File: config.mk
export PLATFORM = sky130hd
export DESIGN_NAME = enemy_tank_mover
export DESIGN_NICKNAME = d
export VERILOG_FILES = /design/src/rtl/enemy_tank_mover.sv
export SDC_FILE = /design/constraint.sdc
export NUM_CORES = 1
export LEC_CHECK = 0
export CORE_ASPECT_RATIO = 1.1
export CORE_MARGIN = 3
export CORE_UTILIZATION = 45
export DETAILED_ROUTE_END_ITERATION = 7
export PLACE_DENSITY = 0.66
export SLEW_MARGIN = 20
export SYNTH_ARGS = -nofsm -noshare
export SYNTH_HDL_FRONTEND = slang
export SYNTH_SLANG_ARGS = --single-unit
File: constraint.sdc
create_clock -name clk -period 3.05 [get_ports clk]
set_input_delay 0.61 -clock clk [delete_from_list [all_inputs] [get_ports clk]]
set_output_delay 0.61 -clock clk [all_outputs]
set_load 0.02 [all_outputs]
File: src/rtl/enemy_tank_mover.sv
// Enemy tank motion: paces steps off a tick timer, pauses on turns, stops at bounds or obstacles.
// Optional: define MOVER_WRAP_EN to wrap across play-field bounds instead of clamping.
module enemy_tank_mover #(
  parameter int unsigned STEP_DIV   = 833333,
  parameter int unsigned STEP_PX    = 2,
  parameter int unsigned TURN_TICKS = 4,
  parameter int unsigned X_MIN      = 0,
  parameter int unsigned X_MAX      = 1248,
  parameter int unsigned Y_MIN      = 0,
  parameter int unsigned Y_MAX      = 992,
  parameter int unsigned INIT_X     = 64,
  parameter int unsigned INIT_Y     = 64,
  parameter int unsigned INIT_DIR   = 1
) (
  input  logic        clk,
  input  logic        rst,
  input  logic        enable,
  input  logic        respawn,
  input  logic [1:0]  direction,
  input  logic        blocked,
  output logic [10:0] blkpos_x,
  output logic [9:0]  blkpos_y,
  output logic [1:0]  heading,
  output logic        moving,
  output logic        step_pulse,
  output logic        bump_pulse
);

  localparam int unsigned CntW = $clog2(STEP_DIV);
  localparam logic [CntW-1:0] CntLast = CntW'(STEP_DIV - 1);
  localparam logic [7:0]  TurnInit = 8'(TURN_TICKS);
  localparam logic [11:0] XMinW    = 12'(X_MIN);
  localparam logic [11:0] XMaxW    = 12'(X_MAX);
  localparam logic [11:0] StepXW   = 12'(STEP_PX);
  localparam logic [10:0] YMinW    = 11'(Y_MIN);
  localparam logic [10:0] YMaxW    = 11'(Y_MAX);
  localparam logic [10:0] StepYW   = 11'(STEP_PX);
  localparam logic [10:0] InitX    = 11'(INIT_X);
  localparam logic [9:0]  InitY    = 10'(INIT_Y);
  localparam logic [1:0]  InitDir  = 2'(INIT_DIR);

  localparam logic [1:0] DirUp    = 2'd0;
  localparam logic [1:0] DirDown  = 2'd1;
  localparam logic [1:0] DirRight = 2'd2;
  localparam logic [1:0] DirLeft  = 2'd3;

`ifdef MOVER_WRAP_EN
  localparam bit ClampEn = 1'b0;
`else
  localparam bit ClampEn = 1'b1;
`endif

  typedef enum logic [1:0] {StIdle, StMove, StTurn, StBlocked} state_e;

  state_e          state_q, state_d;
  logic [CntW-1:0] cnt_q, cnt_d;
  logic [7:0]      turn_q, turn_d;
  logic [10:0]     x_q, x_d;
  logic [9:0]      y_q, y_d;
  logic [1:0]      heading_q, heading_d;
  logic            moving_q, moving_d;
  logic            step_q, step_d;
  logic            bump_q, bump_d;

  logic        tick;
  logic [11:0] nx_w;
  logic [10:0] ny_w;
  logic [10:0] cand_x;
  logic [9:0]  cand_y;
  logic        over;
  logic        on_bound;
  logic        at_bound;

  assign tick = enable && (cnt_q == CntLast);

  // Candidate position for one step along the current heading; one bit wider to catch underflow.
  always_comb begin
    nx_w     = {1'b0, x_q};
    ny_w     = {1'b0, y_q};
    cand_x   = x_q;
    cand_y   = y_q;
    over     = 1'b0;
    on_bound = 1'b0;
    case (heading_q)
      DirUp: begin
        ny_w     = {1'b0, y_q} - StepYW;
        over     = ny_w[10] || (ny_w < YMinW);
        on_bound = ({1'b0, y_q} == YMinW);
        cand_y   = !over ? ny_w[9:0] : (ClampEn ? YMinW[9:0] : YMaxW[9:0]);
      end
      DirDown: begin
        ny_w     = {1'b0, y_q} + StepYW;
        over     = ny_w > YMaxW;
        on_bound = ({1'b0, y_q} == YMaxW);
        cand_y   = !over ? ny_w[9:0] : (ClampEn ? YMaxW[9:0] : YMinW[9:0]);
      end
      DirRight: begin
        nx_w     = {1'b0, x_q} + StepXW;
        over     = nx_w > XMaxW;
        on_bound = ({1'b0, x_q} == XMaxW);
        cand_x   = !over ? nx_w[10:0] : (ClampEn ? XMaxW[10:0] : XMinW[10:0]);
      end
      DirLeft: begin
        nx_w     = {1'b0, x_q} - StepXW;
        over     = nx_w[11] || (nx_w < XMinW);
        on_bound = ({1'b0, x_q} == XMinW);
        cand_x   = !over ? nx_w[10:0] : (ClampEn ? XMinW[10:0] : XMaxW[10:0]);
      end
      default: ;
    endcase
    at_bound = ClampEn && on_bound;
  end

  always_comb begin
    state_d   = state_q;
    cnt_d     = (respawn || !enable || tick) ? '0 : cnt_q + 1'b1;
    turn_d    = turn_q;
    x_d       = x_q;
    y_d       = y_q;
    heading_d = heading_q;
    step_d    = 1'b0;
    bump_d    = 1'b0;
    if (respawn) begin
      state_d   = StIdle;
      turn_d    = '0;
      x_d       = InitX;
      y_d       = InitY;
      heading_d = InitDir;
    end else if (!enable) begin
      state_d = StIdle;
      turn_d  = '0;
    end else if (state_q == StIdle) begin
      state_d = StMove;
    end else if (tick && (direction != heading_q)) begin
      // Any heading change restarts the turn pause, whatever state we were in.
      heading_d = direction;
      if (TurnInit == 8'd0) begin
        state_d = StMove;
        turn_d  = '0;
      end else begin
        state_d = StTurn;
        turn_d  = TurnInit;
      end
    end else if (tick) begin
      case (state_q)
        StMove: begin
          if (blocked) begin
            state_d = StBlocked;
            bump_d  = 1'b1;
          end else begin
            x_d    = cand_x;
            y_d    = cand_y;
            step_d = (cand_x != x_q) || (cand_y != y_q);
            if (over && ClampEn) begin
              state_d = StBlocked;
              bump_d  = 1'b1;
            end
          end
        end
        StTurn: begin
          turn_d = (turn_q == 8'd0) ? 8'd0 : turn_q - 8'd1;
          if (turn_q <= 8'd1) state_d = StMove;
        end
        StBlocked: begin
          if (!blocked && !at_bound) state_d = StMove;
        end
        default: ;
      endcase
    end
    moving_d = (state_d == StMove);
  end

  always_ff @(posedge clk or posedge rst) begin
    if (rst) begin
      state_q   <= StIdle;
      cnt_q     <= '0;
      turn_q    <= '0;
      x_q       <= InitX;
      y_q       <= InitY;
      heading_q <= InitDir;
      moving_q  <= 1'b0;
      step_q    <= 1'b0;
      bump_q    <= 1'b0;
    end else begin
      state_q   <= state_d;
      cnt_q     <= cnt_d;
      turn_q    <= turn_d;
      x_q       <= x_d;
      y_q       <= y_d;
      heading_q <= heading_d;
      moving_q  <= moving_d;
      step_q    <= step_d;
      bump_q    <= bump_d;
    end
  end

  assign blkpos_x   = x_q;
  assign blkpos_y   = y_q;
  assign heading    = heading_q;
  assign moving     = moving_q;
  assign step_pulse = step_q;
  assign bump_pulse = bump_q;

endmodule
### Word level (Yosys, flattened, before mapping)

Cells that the tools add are included.

| storage, ports and cells | value |
|---|---|
| bits in registers | 56 |
| output and inout bits | 26 |
| bits of input ports | 7 |
| logic and storage cells | 121 |

| cells by class | value |
|---|---|
| mux-type cells | 59 |
| reduce and logical (&&, ||, !) cells | 23 |
| add/sub/neg operators | 6 |
| order comparisons | 5 |
| eq/ne operators | 19 |

Operators with widths:

| cell | count |
|---|---|
| 2-to-1 mux 11 bit | 9 |
| 2-to-1 mux 10 bit | 9 |
| 2-to-1 mux 8 bit | 7 |
| 2-to-1 mux 2 bit | 13 |
| one-hot mux 11 bit (2 select lines) | 1 |
| adder 20 x 1 -> 20 bit (second input constant) | 1 |
| == test 20 bit (second input constant) | 1 |
| 2-to-1 mux 20 bit | 1 |
| one-hot mux 10 bit (2 select lines) | 1 |
| 2-to-1 mux 1 bit | 15 |
| adder 11 x 2 -> 12 bit (second input constant) | 1 |
| greater-than comparator 12 x 11 -> 1 bit (second input constant) | 1 |
| < comparator 12 x 1 -> 1 bit (second input constant) | 1 |
| subtractor 11 x 2 -> 12 bit (second input constant) | 1 |
| adder 10 x 2 -> 11 bit (second input constant) | 1 |
| == test 11 bit (second input constant) | 1 |
| greater-than comparator 11 x 10 -> 1 bit (second input constant) | 1 |
| logical NOT 11 bit | 1 |
| < comparator 11 x 1 -> 1 bit (second input constant) | 1 |
| != test 11 bit | 1 |
| subtractor 10 x 2 -> 11 bit (second input constant) | 1 |
| == test 10 bit (second input constant) | 1 |
| logical NOT 10 bit | 1 |
| != test 10 bit | 1 |
| other kinds (18) | 40 |

### Longest topological paths before layout

Gate-level depths: netlist (run 1).

| logic depth | value |
|---|---|
| word-level depth | 14 |
| mapped depth | 10 |

### Worst setup path before layout (run 1)

Ideal clock, no wire load.

| path | value |
|---|---|
| path type | flip-flop to flip-flop |
| start | reg cnt_q[0] |
| end | reg moving_q, in the netlist moving |
| stages on the path, launching flop included | 10 |
| setup slack | 0.556 ns |
| data arrival time | 2.416 ns |
| period minus slack after synthesis | 2.494 ns |
| setup time | 0.078 ns |
| path through | dfrtp_1 inv_1 ha_1 or4b_1 nor4_4 nand3_2 or4_4 a31oi_4 nand4_1 a21boi_1 |

| between the ends | value |
|---|---|
| longest elaborated chain between the ends | 8 |
| elaborated cells on any way between the ends | 9 |

RTL lines:

| element | line | source |
|---|---|---|
| from (decl) | 56 | `logic [CntW-1:0] cnt_q, cnt_d;` |
| from (signal assigned) | 186 | `cnt_q <= cnt_d;` |
| == test 20 bit * | 74 | `assign tick = enable && (cnt_q == CntLast);` |
| logical AND 1 bit * | 74 |  |
| 2-to-1 mux 2 bit or logical AND 1 bit (tied branches) | 144, 134 |  |
| 2-to-1 mux 2 bit * | 134 | `end else if (tick && (direction != heading_q)) begin` |
| 2-to-1 mux 2 bit * | 132 | `end else if (state_q == StIdle) begin` |
| 2-to-1 mux 2 bit * | 129 | `end else if (!enable) begin` |
| 2-to-1 mux 2 bit * | 123 | `if (respawn) begin` |
| == test 2 x 1 -> 1 bit * | 170 | `moving_d = (state_d == StMove);` |
| net moving_d | 61 | `logic moving_q, moving_d;` |
| to (signal assigned) | 191 | `moving_q <= moving_d;` |
| to (decl) | 61 |  |

Mark *: on every way through the listed nets, which the timed path passes. The rest lies on a longest branch.
A chain may end at the register's enable or synchronous reset.

### Final worst setup path (run 1)

| path | value |
|---|---|
| start | reg x_q[2], in the netlist blkpos_x[2] |
| end | reg bump_q, in the netlist bump_pulse |

| between the ends | value |
|---|---|
| longest elaborated chain between the ends | 12 |
| elaborated cells on any way between the ends | 14 |

RTL lines:

| element | line | source |
|---|---|---|
| from (decl) | 58 | `logic [10:0] x_q, x_d;` |
| from (signal assigned) | 178 | `x_q <= InitX;` |
| subtractor 11 x 2 -> 12 bit | 104 | `nx_w = {1'b0, x_q} - StepXW;` |
| < comparator 12 x 1 -> 1 bit | 105 | `over = nx_w[11] \|\| (nx_w < XMinW);` |
| logical OR 1 bit | 105 |  |
| one-hot mux 1 bit (4 select lines) * | 84 | `case (heading_q)` |
| 2-to-1 mux 1 bit * | 154 | `if (over && ClampEn) begin` |
| 2-to-1 mux 1 bit * | 147 | `if (blocked) begin` |
| 2-to-1 mux 1 bit * | 145 | `case (state_q)` |
| 2-to-1 mux 1 bit * | 144 | `end else if (tick) begin` |
| 2-to-1 mux 1 bit * | 134 |  |
| 2-to-1 mux 1 bit * | 132 |  |
| 2-to-1 mux 1 bit * | 129 |  |
| 2-to-1 mux 1 bit * | 123 |  |
| net bump_d | 63 | `logic bump_q, bump_d;` |
| to (signal assigned) | 193 | `bump_q <= bump_d;` |
| to (decl) | 63 |  |

Marks and branches as above.

==> impl_metrics.json, run 1 <==
{
  "place_hpwl_um": 8230,
  "antenna_left": 0,
  "finalCritPeriodShare": 0.896,
  "root_buffer": "clkbuf_8",
  "timing_hold_violations_final": 0,
  "min-delay-start": "cnt_q[0]",
  "syn_area_mm2": 0.00428,
  "synthesis.nets": 553,
  "cts_max_path_buffers": 2,
  "remaining_drc_errors": 0,
  "hp-class": "reg -> reg",
  "grt_max_degree": 31,
  "slowest_stage": "nor3b_1",
  "via_per_inst": 6.19,
  "cts_buffers": 5,
  "netlist_instances": 538,
  "fp-row-count": 36,
  "die_w_um": 99.0,
  "layout_common_cells": "nor2_1, dfrtp_1, nand2_1, nand3_1, clkdlybuf4s50_1",
  "n_antenna_cell": 0,
  "worstReg2RegStart": "blkpos_x[2]",
  "ys.flop_type": "dfrtp_1",
  "slew_violations": 0,
  "grt_pass1_vias": 3949,
  "dieArea_mm2": 0.0107,
  "initial_core_util": 0.472,
  "power.density_mw_per_mm2": 303,
  "slowest_delay_ns": 0.61,
  "io_pins": 33,
  "finalWirelength_um": 11300,
  "worstMarginPinSlew_ns": 0.721,
  "first_pass_iters": 5,
  "crit_type": "reg -> reg",
  "synth_warnings": 0,
  "numPortBuffers": 32,
  "whs_path_depth": 1,
  "crit_family": "simple AND/OR/NAND/NOR gates",
  "worstSetupStartpoint": "blkpos_x[2]",
  "path_buf_inv": 2,
  "critPathLaunchType": "register",
  "status": "finished clean",
  "p_leak_nw": 1.84,
  "coreArea_mm2": 0.00905,
  "dpl_worst_slack_ns": 0.292,
  "grt-ovfl-total": 0,
  "power.total_mw": 1.48,
  "async_flop_share": 1.00,
  "cts_tree": "yes",
  "rsz0062_at_grt": "no",
  "fillers": 868,
  "ys_seq_area_frac": 0.328,
  "drive_gt1_frac": 0.0851,
  "swShare": 0.299,
  "final-setup-viol-count": 0,
  "track_usage": 0.220,
  "drv_cap": 0,
  "p_seq_frac": 0.534,
  "insertion_delay_ns": 0.31,
  "clk_pin_slew_ns": 0.11,
  "arrival_ns": 2.94,
  "synth.distinct_cells": 72,
  "layout_commonest_cell": "nor2_1",
  "regArea_mm2": 0.00141,
  "yosys_register_bits": 56,
  "required_ns": 3.26,
  "peakVddDrop_v": 0.000345,
  "p_clk_frac": 0.290,
  "path_max_fanout": 8,
  "pwr-share-comb": 0.176,
  "drt_iter0_markers": 252,
  "dr_total_vias": 4198,
  "cp.depth": 9,
  "synth-edff-count": 0,
  "path_cells": "buf_4 -> inv_1 -> ha_1 -> nor3b_1 -> nand2_1 -> nor2_1 -> nor2_1 -> a31o_1 -> nor4_1",
  "power.switching_uw": 444,
  "internal_power_mw": 1.04,
  "cts_sinks": 56,
  "fin_crit_ns": 2.73,
  "fmax_ghz": 0.366,
  "multi_input_area_mm2": 0.00267,
  "grt_pass1_wl_um": 19600,
  "fin_tns_setup_ns": 0,
  "synth_area_per_cell_um2": 7.95,
  "skew_ns": 0.00926,
  "wl_per_cell_um": 16.7,
  "fin_ws_ns": 0.316,
  "cpMostUsedCell": "nor2_1",
  "hold_ws_ns": 0.496,
  "maxSlewHeadroom": 0.518,
  "area_growth_pct": 14.3,
  "worstSetupEndpointType": "register",
  "htree_levels": 2,
  "place_congestion": 0.924,
  "die-height_um": 108,
  "antenna_found_initial": 0,
  "r2r_cells": 9,
  "finalNetCount": 578
}
[sequential cells by signal (all words and copies together) (netlist names)]
| signal | flops |
|---|---|
| blkpos_x | 11 |
| blkpos_y | 10 |
| bump_pulse | 1 |
| cnt_q | 20 |
| heading | 2 |
| moving | 1 |
| state_q | 2 |
| step_pulse | 1 |
| turn_q | 8 |
[cells by family (layout without fill, tap and decap cells)]
logic type	count (synthesis)	in the layout	synth area share
buffers and inverters	57	83	0.0518
xor gates and xnor gates	23	23	0.0471
adders and majority gates	8	8	0.0234
AOI/OAI and AO/OA	141	141	0.220
muxes	4	4	0.00965
DFF	56	56	0.328
and+or+nand+nor	249	249	0.319
[cell usage after synthesis (all sizes together), types with 4 or more instances]
cell type	count	area share
nor2	57	0.052
dfrtp	53	0.31
o21ai	40	0.047
nand2	38	0.033
nand3	33	0.040
a21oi	28	0.033
clkbuf	26	0.023
nor3	22	0.026
inv	21	0.018
nand4	15	0.022
and3	13	0.019
xnor2	13	0.027
nor4	10	0.023
xor2	10	0.020
buf	9	0.0097
ha	8	0.023
nand2b	8	0.012
nand4b	8	0.016
a31oi	7	0.014
and2	7	0.010
o22ai	7	0.010
or4	7	0.014
a221oi	6	0.012
nor2b	6	0.0088
a211oi	5	0.0088
a21boi	5	0.0088
o31ai	5	0.0088
or2	5	0.0073
or3	5	0.0073
nor3b	4	0.0070
o31a	4	0.0082
[routing by layer]
metal | part of all wire | routed length [um] | vias up | GRT usage
met4 | 0.014 | 160 | 0 | 0.0546
met1 | 0.45 | 5080 | 2000 | 0.296
li1 | - | - | 2039 | -
met3 | 0.048 | 550 | 17 | 0.0297
met2 | 0.49 | 5560 | 142 | 0.375
met5 | 0 | 0 | - | 0
[repair_timing]
item,CTS,global route
buffers inserted,0,0
hold endpoints to repair,0,0
endpoints found under the setup margin,0,6
resized for setup,0,2
hold buffers,0,0
[power by group through the flow]
stage               sequential, mW  combinational [mW]  clock (mW)
floorplan                    0.801               0.194           0
global placement             0.805               0.255           0
detailed placement           0.806               0.261           0
CTS                          0.792               0.263       0.453
global route                 0.797               0.293       0.477
finish                       0.792               0.261       0.431
[worst paths after layout]
path / endpoint / slack [ns]
max in group asynchronous: heading[0] / 1.70
min in group asynchronous: blkpos_x[4] / 0.69
max: bump_pulse / 0.32
min reg2reg: cnt_q[0] / 0.50
min: cnt_q[0] / 0.50
max reg2reg: bump_pulse / 0.32
[area by class of cell]
cell class / instances / area share
clock buffers: 6 / 0.0148
clock inverters: 2 / 0.00358
inverters: 22 / 0.0169
multi-input cells: 425 / 0.545
flip-flops and latches: 56 / 0.287
well taps: 114 / 0.0292
repair buffers: 53 / 0.103
[metrics by stage]
stage	utilization	area (um^2)	cells
final	0.540	4890	678
after global routing	0.540	4890	678
after CTS	0.538	4870	678
after detailed placement	0.528	4780	670
after global placement	0.528	4780	670
after floorplan	-	4280	538
Note: power is estimated with default switching activity, not from simulation.
==> run 2: changes to the inputs <==
--- a/config.mk
+++ b/config.mk
@@ -10,7 +10,7 @@
 export CORE_UTILIZATION = 45
 export DETAILED_ROUTE_END_ITERATION = 7
 export PLACE_DENSITY = 0.66
-export SLEW_MARGIN = 20
+export SLEW_MARGIN = 0
 export SYNTH_ARGS = -nofsm -noshare
 export SYNTH_HDL_FRONTEND = slang
 export SYNTH_SLANG_ARGS = --single-unit
==> constraint.sdc (replaced) <==
create_clock -name clk -period 3.05 [get_ports clk]
set_input_delay 0.61 -clock clk [delete_from_list [all_inputs] [get_ports clk]]
set_output_delay 0.61 -clock clk [all_outputs]
set_load 0.01 [all_outputs]
==> impl_metrics.json, run 2 (synthesis results as in run 1) <==
{
  "clk_pin_slew_ns": 0.11,
  "first_pass_iters": 5,
  "remaining_drc_errors": 0,
  "power.total_mw": 1.48,
  "antenna_left": 0,
  "ctsResizeCount": 0,
  "timing_hold_violations_final": 0,
  "critPathLaunchType": "register",
  "largest_reg_flops": 20,
  "crit_type": "reg -> reg",
  "numPortBuffers": 32,
  "required_ns": 3.29,
  "post_cts_buffers": 0,
  "place_inst": 674,
  "drv_cap": 0,
  "final-setup-viol-count": 0,
  "coreArea_mm2": 0.00905,
  "wl_per_cell_um": 16.9,
  "die-height_um": 108,
  "layout_commonest_cell": "nor2_1",
  "cts_tree": "yes",
  "maxSlewHeadroom": 0.596,
  "dr_total_vias": 4278,
  "rsz0062_at_grt": "no",
  "initial_core_util": 0.472,
  "hold_ws_ns": 0.510,
  "cts_buffers": 5,
  "place_hpwl_um": 8290,
  "dieArea_mm2": 0.0107,
  "worstMarginPinSlew_ns": 0.599,
  "path_max_fanout": 4,
  "die_w_um": 99.0,
  "drt_iter0_markers": 291,
  "root_buffer": "clkbuf_8",
  "finalCritPeriodShare": 0.898,
  "grt-ovfl-total": 0,
  "insertion_delay_ns": 0.32,
  "regArea_mm2": 0.00141,
  "antenna_found_initial": 0,
  "peakVddDrop_v": 0.000304,
  "dpl-instance-area_mm2": 0.00481,
  "cts_sinks": 56,
  "fin_cells": 682,
  "skew_ns": 0.00989,
  "place_congestion": 0.926,
  "drive_gt1_frac": 0.0898,
  "slew_violations": 0,
  "cts_max_path_buffers": 2,
  "status": "finished clean",
  "hp-class": "reg -> reg",
  "fin_crit_ns": 2.74,
  "grt_max_degree": 51,
  "htree_levels": 2,
  "n_antenna_cell": 0,
  "hold_buffers": 0,
  "power.density_mw_per_mm2": 302,
  "grt_pass1_vias": 3959,
  "p_leak_nw": 1.85,
  "fp-row-count": 36,
  "largest-register": "cnt_q",
  "arrival_ns": 2.98,
  "io_pins": 33,
  "worstSetupEndpointType": "register",
  "track_usage": 0.219,
  "finalWirelength_um": 11500,
  "stdcell_area_mm2": 0.00490,
  "finalNetCount": 582,
  "layout_common_cells": "nor2_1, dfrtp_1, nand2_1, nand3_1, clkdlybuf4s50_1",
  "fmax_ghz": 0.365,
  "fin_tns_setup_ns": 0,
  "area_growth_pct": 14.7,
  "via_per_inst": 6.27,
  "fillers": 866,
  "grt_pass1_wl_um": 19500,
  "multi_input_area_mm2": 0.00265
}
==> run 2: per-stage QoR <==
step           setup slack (ns)  utilization
2_1_floorplan             0.556            -
3_3_place_gp              0.310        0.532
3_5_place_dp              0.279        0.532
4_1_cts                   0.304        0.542
5_1_grt                   0.109        0.542
6_report                  0.310        0.542
==> run 2: area by class of cell <==
type | instances | area share
clock buffer | 6 | 0.0148
clock inverter | 2 | 0.00357
inverter | 22 | 0.0168
multi-input combinational | 425 | 0.541
sequential | 56 | 0.286
tap | 114 | 0.0291
timing repair buffer | 57 | 0.109
==> run 2: critical path: stages, from the launching register on <==
cell and delay [ns]:
dfrtp_1 0.43, inv_1 0.09, ha_1 0.18, or4b_1 0.49
nor4_4 0.27, nand3_2 0.17, or4_4 0.56, a31oi_4 0.21
nand4_1 0.11, a21boi_1 0.15
==> run 2: layer usage <==
metal | up-vias | GRT usage | share of wire
li1 | 2050 | - | -
met1 | 2055 | 0.299 | 0.44
met2 | 154 | 0.371 | 0.48
met3 | 19 | 0.0277 | 0.055
met4 | 0 | 0.0517 | 0.016
met5 | - | 0 | 0
==> run 2: path summary, 6_finish.rpt <==
check                              endpoint  cells past startpoint  slack [ns]  startpoint
worst min-delay path               cnt_q[0]                      1        0.51    cnt_q[0]
worst max register to register       moving                      9        0.31    cnt_q[0]
min in group asynchronous       blkpos_x[3]                      2        0.67         rst
worst min register to register     cnt_q[0]                      1        0.51    cnt_q[0]
worst max-delay path                 moving                      9        0.31    cnt_q[0]
max in group asynchronous        heading[0]                      3        1.71         rst
==> run 2: where the power goes <==
group	switching, mW	leakage [nW]	internal [mW]
sequential	0.0262	0.767	0.767
clock	0.266	0.0462	0.169
combinational	0.151	1.04	0.104
total	0.443	1.85	1.04
==> run 3: changes to the inputs <==
--- a/config.mk
+++ b/config.mk
@@ -9,6 +9,7 @@
 export CORE_MARGIN = 3
 export CORE_UTILIZATION = 45
 export DETAILED_ROUTE_END_ITERATION = 7
+export GPL_ROUTABILITY_DRIVEN = 0
 export PLACE_DENSITY = 0.66
 export SLEW_MARGIN = 0
 export SYNTH_ARGS = -nofsm -noshare
==> impl_metrics.json, run 3 (synthesis results as in run 1) <==
{
  "status": "finished clean",
  "final-setup-viol-count": 0,
  "coreArea_mm2": 0.00905,
  "fin_crit_ns": 2.70,
  "fp-row-count": 36,
  "worstSetupEndpointType": "register",
  "die-height_um": 108,
  "path_max_fanout": 4,
  "post_cts_buffers": 0,
  "cts_tree": "yes",
  "slowest_delay_ns": 0.56,
  "fin_tns_setup_ns": 0,
  "antenna_left": 0,
  "power.density_mw_per_mm2": 305,
  "via_per_inst": 6.22,
  "hold_ws_ns": 0.506,
  "place_inst": 670,
  "drv_cap": 0,
  "pwr-share-comb": 0.172,
  "swShare": 0.290,
  "skew_ns": 0.00984,
  "wl_per_cell_um": 16.9,
  "slew_violations": 0,
  "maxSlewHeadroom": 0.530,
  "track_usage": 0.221,
  "required_ns": 3.28,
  "dpl-instance-area_mm2": 0.00478,
  "rsz0062_at_grt": "no",
  "slowest_stage": "or4_4",
  "path_buf_inv": 1,
  "fin_ws_ns": 0.352,
  "drt_iter0_markers": 240,
  "hp-class": "reg -> reg",
  "crit_family": "simple AND/OR/NAND/NOR gates",
  "power.total_mw": 1.49,
  "power.switching_uw": 431,
  "utilization": 0.539,
  "drive_gt1_frac": 0.0833,
  "fmax_ghz": 0.371,
  "grt_pass1_vias": 4057,
  "area_growth_pct": 14.0,
  "htree_levels": 2,
  "internal_power_mw": 1.06,
  "grt-ovfl-total": 0,
  "clk_pin_slew_ns": 0.11,
  "hold_buffers": 0,
  "critPathLaunchType": "register",
  "arrival_ns": 2.93,
  "timing_hold_violations_final": 0,
  "insertion_delay_ns": 0.31,
  "place_hpwl_um": 8110,
  "fin_cells": 678,
  "peakVddDrop_v": 0.000249,
  "dieArea_mm2": 0.0107,
  "finalNetCount": 578,
  "largest-register": "cnt_q",
  "largest_reg_flops": 20,
  "cts_max_path_buffers": 2,
  "remaining_drc_errors": 0,
  "layout_commonest_cell": "nor2_1",
  "layout_common_cells": "nor2_1, dfrtp_1, nand2_1, nand3_1, clkdlybuf4s50_1",
  "n_antenna_cell": 0,
  "die_w_um": 99.0,
  "numPortBuffers": 32,
  "grt_max_degree": 40,
  "stdcell_area_mm2": 0.00488,
  "ctsResizeCount": 0,
  "worstMarginPinSlew_ns": 0.703,
  "dpl_worst_slack_ns": 0.286,
  "initial_core_util": 0.472,
  "antenna_found_initial": 0,
  "p_clk_frac": 0.294,
  "crit_type": "reg -> reg",
  "first_pass_iters": 5,
  "root_buffer": "clkbuf_8",
  "p_seq_frac": 0.533,
  "path_cells": "inv_1 -> ha_1 -> or4b_1 -> nor4_4 -> nand3_2 -> or4_4 -> a31oi_4 -> nand4_1 -> a21boi_1",
  "cts_sinks": 56,
  "finalCritPeriodShare": 0.885,
  "p_leak_nw": 1.84,
  "finalWirelength_um": 11400,
  "io_pins": 33,
  "cts_buffers": 5,
  "grt_pass1_wl_um": 19900,
  "dr_total_vias": 4215
}
[run 3: worst register-to-register path, delay by kind of cell, from the launching register on]
family / cells / cell delay, ns
and+or+nand+nor: 5 / 1.60
DFF: 1 / 0.43
AOI/OAI and AO/OA: 2 / 0.34
buffers and inverters: 1 / 0.09
adders and majority gates: 1 / 0.16
[run 3: routing by layer]
metal / vias to the layer above / track usage / routed length [um]
met5: - / 0 / 0
met4: 0 / 0.0585 / 163
li1: 2034 / - / -
met3: 23 / 0.0245 / 496
met2: 128 / 0.368 / 5570
met1: 2030 / 0.308 / 5210
[run 3: final timing paths]
check	start	endpoint	slack, ns	cells after the start
setup / recovery	cnt_q[0]	moving	0.35	9
hold / removal	turn_q[7]	turn_q[7]	0.51	1
setup reg to reg	cnt_q[0]	moving	0.35	9
hold reg to reg	turn_q[7]	turn_q[7]	0.51	1
max in group asynchronous	rst	heading[0]	1.80	3
min in group asynchronous	rst	blkpos_x[3]	0.62	2
[run 3: power groups by stage]
stage | registers [mW] | clock network (mW) | logic, mW
global route | 0.799 | 0.478 | 0.292
CTS | 0.793 | 0.450 | 0.258
floorplan | 0.799 | 0 | 0.194
global placement | 0.806 | 0 | 0.251
finish | 0.793 | 0.438 | 0.256
detailed placement | 0.807 | 0 | 0.256
[run 3: final cells by class]
cell class | instances | area (um^2)
clock buffers | 7 | 86.3
clock inverters | 1 | 7.51
fillers | 873 | 4180
inverters | 22 | 82.6
multi-input cells | 425 | 2650
flip-flops and latches | 56 | 1410
well taps | 114 | 143
repair buffers | 53 | 503
